**config.mk**
```make
export PLATFORM = sky130hd
export DESIGN_NAME = present_inv_sbox_layer_ti
export DESIGN_NICKNAME = d
export VERILOG_FILES = /design/src/rtl/present_inv_pkg.sv /design/src/rtl/present_inv_sbox_ti_core.sv /design/src/rtl/present_inv_sbox_layer_ti.sv
export SDC_FILE = /design/constraint.sdc
export NUM_CORES = 1
export LEC_CHECK = 0
export CELL_PAD_IN_SITES_DETAIL_PLACEMENT = 1
export CELL_PAD_IN_SITES_GLOBAL_PLACEMENT = 1
export CORE_MARGIN = 4
export CORE_UTILIZATION = 30
export DETAILED_ROUTE_END_ITERATION = 10
export PLACE_DENSITY = 0.74
export SETUP_SLACK_MARGIN = 0.15
export SLEW_MARGIN = 30
export SYNTH_ARGS = -nofsm -noshare
export SYNTH_HDL_FRONTEND = slang
export SYNTH_SLANG_ARGS = --single-unit
```
**constraint.sdc**
```tcl
create_clock -name clk -period 21.1 [get_ports clk]
set_input_delay 6.33 -clock clk [delete_from_list [all_inputs] [get_ports clk]]
set_output_delay 6.33 -clock clk [all_outputs]
set_load 0.05 [all_outputs]
```
**src/rtl/present_inv_pkg.sv**
```systemverilog
// Shared definitions for the 3-share PRESENT inverse S-box layer.
//   nibble_t        4-bit share slice
//   NIBBLES         nibbles per layer invocation (16 for PRESENT)
//   state_e         layer FSM states
//   f_inv_share     one output share of F^-1 (direct sharing, first stage)
//   g_inv_share     one output share of G^-1 (direct sharing, second stage)
//   sbox_inv_ref    unshared S^-1 table, used by assertions only
// Optional feature macro: PRESENT_INV_SBOX_REFRESH_EN (see present_inv_sbox_ti_core).
package present_inv_pkg;

    typedef logic [3:0] nibble_t;

    localparam int unsigned NIBBLES = 16;

    typedef enum logic [1:0] {StIdle, StRun, StFlush} state_e;

    // Share of a product x*y built from the primary share p and one other share q.
    // Summed over the three cyclic (p, q) pairs this covers all nine cross products.
    function automatic logic and_share(input logic xp, input logic yp,
                                       input logic xq, input logic yq);
        return (xp & yp) ^ (xp & yq) ^ (xq & yp);
    endfunction

    // F^-1 with input bits {a,b,c,d} (a = MSB):
    //   y3 = b^c^cd^bc^ad^ac^ab   y2 = c^d^cd^bc^ad^ab
    //   y1 = c^d^bc^ac^ab         y0 = a^c
    function automatic nibble_t f_inv_share(input nibble_t p, input nibble_t q);
        logic ab, ac, ad, bc, cd;
        nibble_t y;
        ab = and_share(p[3], p[2], q[3], q[2]);
        ac = and_share(p[3], p[1], q[3], q[1]);
        ad = and_share(p[3], p[0], q[3], q[0]);
        bc = and_share(p[2], p[1], q[2], q[1]);
        cd = and_share(p[1], p[0], q[1], q[0]);
        y[3] = p[2] ^ p[1] ^ cd ^ bc ^ ad ^ ac ^ ab;
        y[2] = p[1] ^ p[0] ^ cd ^ bc ^ ad ^ ab;
        y[1] = p[1] ^ p[0] ^ bc ^ ac ^ ab;
        y[0] = p[3] ^ p[1];
        return y;
    endfunction

    // G^-1 with input bits {a,b,c,d} (a = MSB):
    //   y3 = a^d^bc               y2 = 1^c^d^bc^ab
    //   y1 = b^c^d^bc^ab          y0 = 1^a^b
    // The constant terms must be added in exactly one share (add_const).
    function automatic nibble_t g_inv_share(input nibble_t p, input nibble_t q,
                                            input logic add_const);
        logic ab, bc;
        nibble_t y;
        ab = and_share(p[3], p[2], q[3], q[2]);
        bc = and_share(p[2], p[1], q[2], q[1]);
        y[3] = p[3] ^ p[0] ^ bc;
        y[2] = p[1] ^ p[0] ^ bc ^ ab ^ add_const;
        y[1] = p[2] ^ p[1] ^ p[0] ^ bc ^ ab;
        y[0] = p[3] ^ p[2] ^ add_const;
        return y;
    endfunction

    function automatic nibble_t sbox_inv_ref(input nibble_t x);
        nibble_t y;
        unique case (x)
            4'h0: y = 4'h5;
            4'h1: y = 4'hE;
            4'h2: y = 4'hF;
            4'h3: y = 4'h8;
            4'h4: y = 4'hC;
            4'h5: y = 4'h1;
            4'h6: y = 4'h2;
            4'h7: y = 4'hD;
            4'h8: y = 4'hB;
            4'h9: y = 4'h4;
            4'hA: y = 4'h6;
            4'hB: y = 4'h3;
            4'hC: y = 4'h0;
            4'hD: y = 4'h7;
            4'hE: y = 4'h9;
            default: y = 4'hA;
        endcase
        return y;
    endfunction

endpackage

```
**src/rtl/present_inv_sbox_ti_core.sv**
```systemverilog
// Two-stage 3-share PRESENT inverse S-box (S^-1 = G^-1 o F^-1).
//   clk, rst                       clock, asynchronous active-high reset
//   share_in1..3                   input nibble shares (stage 1, F^-1)
//   rnd[7:0]                       refresh randomness, only with PRESENT_INV_SBOX_REFRESH_EN
//   share_out1..3                  output nibble shares (stage 2, G^-1 of the mid register)
// Output share j is computed from input shares j+1 and j+2 only, in both stages.
// With PRESENT_INV_SBOX_REFRESH_EN the mid register stores re-masked shares; the
// unshared value is unchanged because the three masks XOR to zero.
module present_inv_sbox_ti_core
    import present_inv_pkg::*;
(
    input  logic       clk,
    input  logic       rst,
    input  nibble_t    share_in1,
    input  nibble_t    share_in2,
    input  nibble_t    share_in3,
`ifdef PRESENT_INV_SBOX_REFRESH_EN
    input  logic [7:0] rnd,
`endif
    output nibble_t    share_out1,
    output nibble_t    share_out2,
    output nibble_t    share_out3
);

    nibble_t f1, f2, f3;
    nibble_t mid1_d, mid2_d, mid3_d;
    nibble_t mid1_q, mid2_q, mid3_q;

    always_comb begin
        f1 = f_inv_share(share_in2, share_in3);
        f2 = f_inv_share(share_in3, share_in1);
        f3 = f_inv_share(share_in1, share_in2);
    end

`ifdef PRESENT_INV_SBOX_REFRESH_EN
    always_comb begin
        mid1_d = f1 ^ rnd[3:0];
        mid2_d = f2 ^ rnd[7:4];
        mid3_d = f3 ^ rnd[3:0] ^ rnd[7:4];
    end
`else
    always_comb begin
        mid1_d = f1;
        mid2_d = f2;
        mid3_d = f3;
    end
`endif

    always_ff @(posedge clk or posedge rst) begin
        if (rst) begin
            mid1_q <= '0;
            mid2_q <= '0;
            mid3_q <= '0;
        end else begin
            mid1_q <= mid1_d;
            mid2_q <= mid2_d;
            mid3_q <= mid3_d;
        end
    end

    always_comb begin
        share_out1 = g_inv_share(mid2_q, mid3_q, 1'b1);
        share_out2 = g_inv_share(mid3_q, mid1_q, 1'b0);
        share_out3 = g_inv_share(mid1_q, mid2_q, 1'b0);
    end

endmodule

```
**src/rtl/present_inv_sbox_layer_ti.sv**
```systemverilog
// Nibble-serial 3-share PRESENT inverse S-box layer, results written back in place.
//   clk, rst                       clock, asynchronous active-high reset
//   start                          request, only honoured while idle
//   state_in1..3                   64-bit input shares, captured on the accepting edge
//   rnd[7:0]                       refresh randomness, only with PRESENT_INV_SBOX_REFRESH_EN
//   busy                           high while a layer is in progress
//   done                           one-cycle pulse once all nibbles are written back
//   state_out1..3                  share registers (valid from done until the next start)
// Nibble cnt is issued to the core while nibble cnt-1 is written back, so a nibble is
// never read and written in the same cycle. Macro: PRESENT_INV_SBOX_REFRESH_EN.
module present_inv_sbox_layer_ti
    import present_inv_pkg::*;
#(
    parameter int unsigned NIBBLES = 16
) (
    input  logic                 clk,
    input  logic                 rst,
    input  logic                 start,
    input  logic [4*NIBBLES-1:0] state_in1,
    input  logic [4*NIBBLES-1:0] state_in2,
    input  logic [4*NIBBLES-1:0] state_in3,
`ifdef PRESENT_INV_SBOX_REFRESH_EN
    input  logic [7:0]           rnd,
`endif
    output logic                 busy,
    output logic                 done,
    output logic [4*NIBBLES-1:0] state_out1,
    output logic [4*NIBBLES-1:0] state_out2,
    output logic [4*NIBBLES-1:0] state_out3
);

    localparam int unsigned CntW = $clog2(NIBBLES);
    localparam logic [CntW-1:0] LastNib = CntW'(NIBBLES - 1);

    state_e                state_q, state_d;
    logic [CntW-1:0]       cnt_q, cnt_d;
    logic                  done_q, done_d;
    logic [4*NIBBLES-1:0]  sh1_q, sh1_d;
    logic [4*NIBBLES-1:0]  sh2_q, sh2_d;
    logic [4*NIBBLES-1:0]  sh3_q, sh3_d;

    nibble_t               iss1, iss2, iss3;
    nibble_t               wb1, wb2, wb3;
    logic                  wr_en;
    logic [CntW-1:0]       wr_idx;

    assign iss1 = sh1_q[{cnt_q, 2'b00} +: 4];
    assign iss2 = sh2_q[{cnt_q, 2'b00} +: 4];
    assign iss3 = sh3_q[{cnt_q, 2'b00} +: 4];

    present_inv_sbox_ti_core u_core (
        .clk        (clk),
        .rst        (rst),
        .share_in1  (iss1),
        .share_in2  (iss2),
        .share_in3  (iss3),
`ifdef PRESENT_INV_SBOX_REFRESH_EN
        .rnd        (rnd),
`endif
        .share_out1 (wb1),
        .share_out2 (wb2),
        .share_out3 (wb3)
    );

    always_comb begin
        state_d = state_q;
        cnt_d   = cnt_q;
        done_d  = 1'b0;
        sh1_d   = sh1_q;
        sh2_d   = sh2_q;
        sh3_d   = sh3_q;
        wr_en   = 1'b0;
        wr_idx  = cnt_q - 1'b1;

        unique case (state_q)
            StIdle: begin
                if (start) begin
                    sh1_d   = state_in1;
                    sh2_d   = state_in2;
                    sh3_d   = state_in3;
                    cnt_d   = '0;
                    state_d = StRun;
                end
            end
            StRun: begin
                // The core output is only meaningful once nibble 0 has passed stage 1.
                wr_en = (cnt_q != '0);
                if (cnt_q == LastNib) begin
                    state_d = StFlush;
                end else begin
                    cnt_d = cnt_q + 1'b1;
                end
            end
            StFlush: begin
                wr_en   = 1'b1;
                wr_idx  = LastNib;
                done_d  = 1'b1;
                state_d = StIdle;
            end
            default: begin
                state_d = StIdle;
            end
        endcase

        if (wr_en) begin
            sh1_d[{wr_idx, 2'b00} +: 4] = wb1;
            sh2_d[{wr_idx, 2'b00} +: 4] = wb2;
            sh3_d[{wr_idx, 2'b00} +: 4] = wb3;
        end
    end

    always_ff @(posedge clk or posedge rst) begin
        if (rst) begin
            state_q <= StIdle;
            cnt_q   <= '0;
            done_q  <= 1'b0;
            sh1_q   <= '0;
            sh2_q   <= '0;
            sh3_q   <= '0;
        end else begin
            state_q <= state_d;
            cnt_q   <= cnt_d;
            done_q  <= done_d;
            sh1_q   <= sh1_d;
            sh2_q   <= sh2_d;
            sh3_q   <= sh3_d;
        end
    end

    assign busy       = (state_q != StIdle);
    assign done       = done_q;
    assign state_out1 = sh1_q;
    assign state_out2 = sh2_q;
    assign state_out3 = sh3_q;

    // Every written-back nibble must unmask to S^-1 of the nibble issued one edge earlier.
    nibble_t iss_x;
    assign iss_x = iss1 ^ iss2 ^ iss3;

    wb_matches_ref: assert property (@(posedge clk) disable iff (rst)
        wr_en |-> ((wb1 ^ wb2 ^ wb3) == sbox_inv_ref($past(iss_x))));

endmodule
```
==> results.txt, run 1 <==
ratio of cells with drive above 1 in the final layout - 9.20%
Routability Congestion - 0.935
initial antenna violation count - 6
worst reg2reg path endpoint - state_out1[51]
post-route ant nets - 0
f_max - 114 MHz
Via-to-Cell Ratio - 5.40
Layout Nets - 1884
CTS resizes - 0
setup TNS - 0 ps
CP max FO - 59
WS Path Type - in2reg
Iter 0 DRT Violations - 779
worst-case clock buffer depth - 3
complex-gate fraction of the synthesized area - 11.9%
Area Growth Syn to Fin - 41.9%
core area - 0.0420 mm^2
dominant synthesized flop cell - dfrtp_1
CP endpoint - state_out2[16]
Initial DRT Pass Iterations - 5
RR Startpoint - cnt_q[0]
Detailed Place HPWL - 44.3 mm
xor/xnor share of the synthesized area - 6.10%
dpl cell area - 0.0173 mm^2
Syn Nets - 1526
PortBufs - 388
synthesized flop and latch total - 211
DRT Wirelength - 59.1 mm
largest net degree at the start of global routing - 97
final hold violation count - 0
Slew Viols, Final - 0
Startpoint Class - input pin
Post-Synthesis Cells - 1306
multiplexer share of the synthesized area - 21.6%
R2R depth - 8
Die Wd - 215 um
worst slew pin tran - 941 ps
clk_skew - 12.9 ps
async set-reset flop share out of synthesis - 100%
global-route wire length before repair - 88.2 mm
Netlist cell types - 48
number of global-route vias before repair - 13066
non-filler instance count after layout - 2227
sequential cell area fraction in the yosys report - 41.2%
Tot GR Track Use - 24.9%
status - complete, no violations
critical path required time - 21500 ps
cts hold-fix bufs - 0
FP Rows - 75
Root Buffer - clkbuf_16
DRC errors left - 0
vias - 12029
die height - 215 um
critical path arrival - 9200 ps
Reg2Reg Setup Slack - 16530 ps
utilization after layout - 43.2%
RSZ-0062 raised after global routing - no
HP Class - reg2reg
drt wl/cell - 26.5 um
CTS buffer count - 26
Post-synth EDFFs - 0
Avg Inst Size Synth - 9.80 um^2
Max-Cap Viols - 0
CTS tree - yes
min Tclk post-route - 8800 ps
Final Setup Violations - 0
placed cells - 2175
Adder-Cell Fraction of Synth Area - 2.44%
GRT overflow - 0
clk slew on worst S/H paths - 60 ps
Clk Latency, worst-skew pair - 560 ps
H-tree depth - 1
Worst slew margin - 37.2%
Syn Std Cell Area - 0.0128 mm^2
Die ar. - 0.0461 mm^2
Design Area, Final - 0.0182 mm^2
Ys Warns - 0
largest family of logic cells by synthesized area - multiplexers
Tcrit/Tclk final - 41.7%
Post-CTS Setup Bufs - 0
nature of the critical path endpoint - flip-flop
starting density of the core - 30.5%
Synth Area in Simple Gates - 13.2%
Sinks on Clock Net - 211
I/O pin total - 389
Setup crit start - start
## per-layer routing
layer	track usage (%)	share of wire [%]	wire, um
met1	34.2	44	26200
met2	40.6	47	27700
met3	5.21	6.6	3870
met4	5.94	2.1	1250
met5	0	0.051	30
## how the worst min path moves through the flow
stage,cells after the start,from,end,slack [ps]
after CTS,1,state_q[1],state_q[1],530
final,1,state_q[1],state_q[1],540
after global placement,1,state_q[1],state_q[1],500
after global routing,1,state_q[1],state_q[1],580
after detailed placement,1,state_q[1],state_q[1],520
after floorplan,1,state_q[1],state_q[1],490
## cells in the final DEF (no fill, tap or decap), types with 18 or more instances in the layout
master | netlist | final
nor3_1 | 19 | 18
clkbuf_16 | 0 | 27
mux2i_1 | 162 | 162
a21oi_1 | 48 | 48
nor2_1 | 85 | 72
nand2_1 | 234 | 234
a211oi_1 | 19 | 19
buf_4 | 2 | 29
xor2_1 | 27 | 26
xnor2_1 | 47 | 47
dfrtp_1 | 211 | 209
ha_1 | 25 | 25
mux4_2 | 44 | 44
and2_1 | 27 | 26
clkdlybuf4s50_1 | 0 | 388
a31oi_1 | 19 | 19
o21ai_0 | 142 | 142
## metrics by stage
step,hold slack (ps),setup slack [ps]
detailed placement,520,11540
floorplan,486,9000
CTS,533,12130
global route,583,12230
finish,536,12300
global placement,504,11610
## critical path, cell delays in order
cell	delay (ps)
clkdlybuf4s50_1	500
and2_4	520
buf_6	620
buf_4	690
mux2i_1	250
o21ai_0	130
## sequential cells by signal (all words and copies together), names as in the netlist
| signal | flops |
|---|---|
| cnt_q | 4 |
| state_out3 | 64 |
| u_core.mid2_q | 4 |
| u_core.mid1_q | 4 |
| state_q | 2 |
| done | 1 |
| state_out1 | 64 |
| u_core.mid3_q | 4 |
| state_out2 | 64 |
## cells in the mapped netlist, drive strengths merged, types with 4 or more instances
master	count	share of area, %
a211oi	19	1.1
a21oi	50	2.0
a22oi	18	1.1
a31oi	19	0.93
and2	27	1.3
and3	5	0.24
buf	15	1.0
clkbuf	75	2.2
dfrtp	211	41
ha	25	2.4
inv	15	0.44
mux2	4	0.35
mux2i	162	13
mux4	48	8.6
nand2	238	7.1
nand3	16	0.63
nand4	4	0.20
nor2	86	2.5
nor3	19	0.74
o21ai	146	5.8
o22ai	5	0.24
xnor2	48	3.3
xor2	30	2.2
## kinds of logic (layout without fill, tap and decap cells)
group           Yosys count  in the layout
compound gates          266            266
xor+xnor                 81             81
fa+ha+maj                25             25
buf+inv                 105            483
flops                   211            211
mux                     214            214
other cells               0              4
simple gates            404            404
## cell type report
| cell class | instances | area, um^2 |
|---|---|---|
| clock buffers | 42 | 782 |
| flip-flops and latches | 211 | 5290 |
| multi-input cells | 990 | 7140 |
| fillers | 4727 | 23900 |
| well taps | 539 | 674 |
| repair buffers | 420 | 4140 |
| diodes | 4 | 10.0 |
| inverters | 15 | 63.8 |
| clock inverters | 6 | 82.6 |
Power of run 1 is not shown: default switching activity piles up to over one toggle a cycle in this logic, so the estimate is an artifact.
==> run 2, diff against run 1 <==
==> constraint.sdc (replaced) <==
create_clock -name clk -period 8.2 [get_ports clk]
set_input_delay 2.46 -clock clk [delete_from_list [all_inputs] [get_ports clk]]
set_output_delay 2.46 -clock clk [all_outputs]
set_load 0.05 [all_outputs]
==> run 2 against run 1 <==
  * Sequential cell count unchanged
  * Via count about the same
  * Critical path depth is 2 lower
  * Clock-buffer cell count grew 1
  * Non-clock buffer count down 4
  * Clock skew rose by 4.0 ps
  * Sequential share of layout area up 0.060 points
  * Global-route usage grew 0.34 points
  * Utilization fell by 0.089 points
  * Routed wire length rose by 1.3%
==> results.txt, run 2 (synthesis gave the netlist of run 1 again) <==
status - complete, no violations
vias - 12036
Detailed Place HPWL - 44.4 mm
CP max FO - 4
most common cell after layout, fill and taps aside - clkdlybuf4s50_1
f_max - 217 MHz
I/O pin total - 389
number of global-route vias before repair - 13104
DRT Wirelength - 59.8 mm
setup slack after layout - 3590 ps
initial antenna violation count - 6
H-tree depth - 1
Tcrit/Tclk final - 56.2%
CTS buffer count - 26
Max-Cap Viols - 0
core area - 0.0420 mm^2
Final Setup Violations - 0
hold endpoint - state_q[1]
Sinks on Clock Net - 211
cts hold-fix bufs - 0
critical path arrival - 2150 ps
final hold violation count - 0
R2R depth - 8
nature of the critical path endpoint - output port
clk slew on worst S/H paths - 60 ps
worst-case clock buffer depth - 3
Initial DRT Pass Iterations - 5
post-route ant nets - 0
critical path required time - 5740 ps
Iter 0 DRT Violations - 812
Via-to-Cell Ratio - 5.41
Die Wd - 215 um
RSZ-0062 raised after global routing - no
Root Buffer - clkbuf_16
Slew Viols, Final - 0
Startpoint Class - flip-flop
global-route wire length before repair - 88.7 mm
worst reg2reg path endpoint - state_out2[48]
GRT overflow - 0
clk_skew - 16.9 ps
worst slew pin tran - 1040 ps
Post-CTS Setup Bufs - 0
area occupied by multi-input gates - 0.00715 mm^2
min Tclk post-route - 4610 ps
RR Startpoint - cnt_q[0]
HP Class - reg2reg
DRC errors left - 0
CTS resizes - 0
WS Path Type - reg2out
starting density of the core - 30.5%
Area Growth Syn to Fin - 41.6%
Tot GR Track Use - 25.2%
FP Rows - 75
CTS tree - yes
Hold Path Stages - 1
commonest cells after routing, fill and taps aside - 388 x clkdlybuf4s50_1, 234 x nand2_1, 209 x dfrtp_1, 162 x mux2i_1, 142 x o21ai_0
pre-CTS WS - 3320 ps
Die ar. - 0.0461 mm^2
Reg2Reg Setup Slack - 3750 ps
Layout Nets - 1880
drt wl/cell - 26.9 um
Min-Delay Startpoint - state_q[1]
Clk Latency, worst-skew pair - 550 ps
PortBufs - 388
Routability Congestion - 0.872
largest net degree at the start of global routing - 157
utilization after layout - 43.1%
die height - 215 um
fill cell count - 4684
Worst slew margin - 30.8%
ratio of cells with drive above 1 in the final layout - 8.99%
sequential cell area - 0.00529 mm^2
setup TNS - 0 ps
[run 2: changes by cell type in the layout (fill, tap and decap cells not counted), sizes merged]
cell      previous run  this run
clkinvlp             1         2
buf                 32        28
clkbuf              42        43
bufinv               2         0
[run 2: layout make-up]
| class | count | share of cell area (%) |
|---|---|---|
| antenna | 4 | 0.0552 |
| clock buffer | 43 | 4.33 |
| clock inverter | 5 | 0.173 |
| inverter | 15 | 0.331 |
| multi-input combinational | 990 | 39.4 |
| sequential | 211 | 29.1 |
| tap | 539 | 3.72 |
| timing repair buffer | 416 | 22.8 |
[run 2: per-stage QoR]
stage / instances / hold WS, ps / cell area [um^2]
2_1_floorplan: 1306 / 486 / 12800
3_3_place_gp: 2169 / 501 / 17200
3_5_place_dp: 2170 / 533 / 17300
4_1_cts: 2218 / 546 / 18100
5_1_grt: 2223 / 581 / 18100
6_report: 2223 / 542 / 18100
[run 2: worst max path at each step]
stage	cells after the start	slack, ps	end	start
2_1_floorplan	1	3000	cnt_q[0]	rst
3_3_place_gp	10	3270	state_out3[51]	cnt_q[0]
3_5_place_dp	5	3320	state_out1[1]	start
4_1_cts	4	3570	busy	state_q[0]
5_1_grt	8	3400	state_out2[48]	cnt_q[0]
6_report	4	3590	busy	state_q[0]
[run 2: worst max-delay path: stages (launching register included)]
cell and delay [ps]:
dfrtp_1 370, inv_1 90, ha_1 250, inv_1 80, clkdlybuf4s50_1 800
[run 2: metal layers]
layer / track usage, % / wire length [um]
met1: 34.9 / 26500
met2: 40.8 / 28200
met3: 4.65 / 3660
met4: 6.85 / 1470
met5: 0 / 27
Power of run 2 is left out for the same reason.
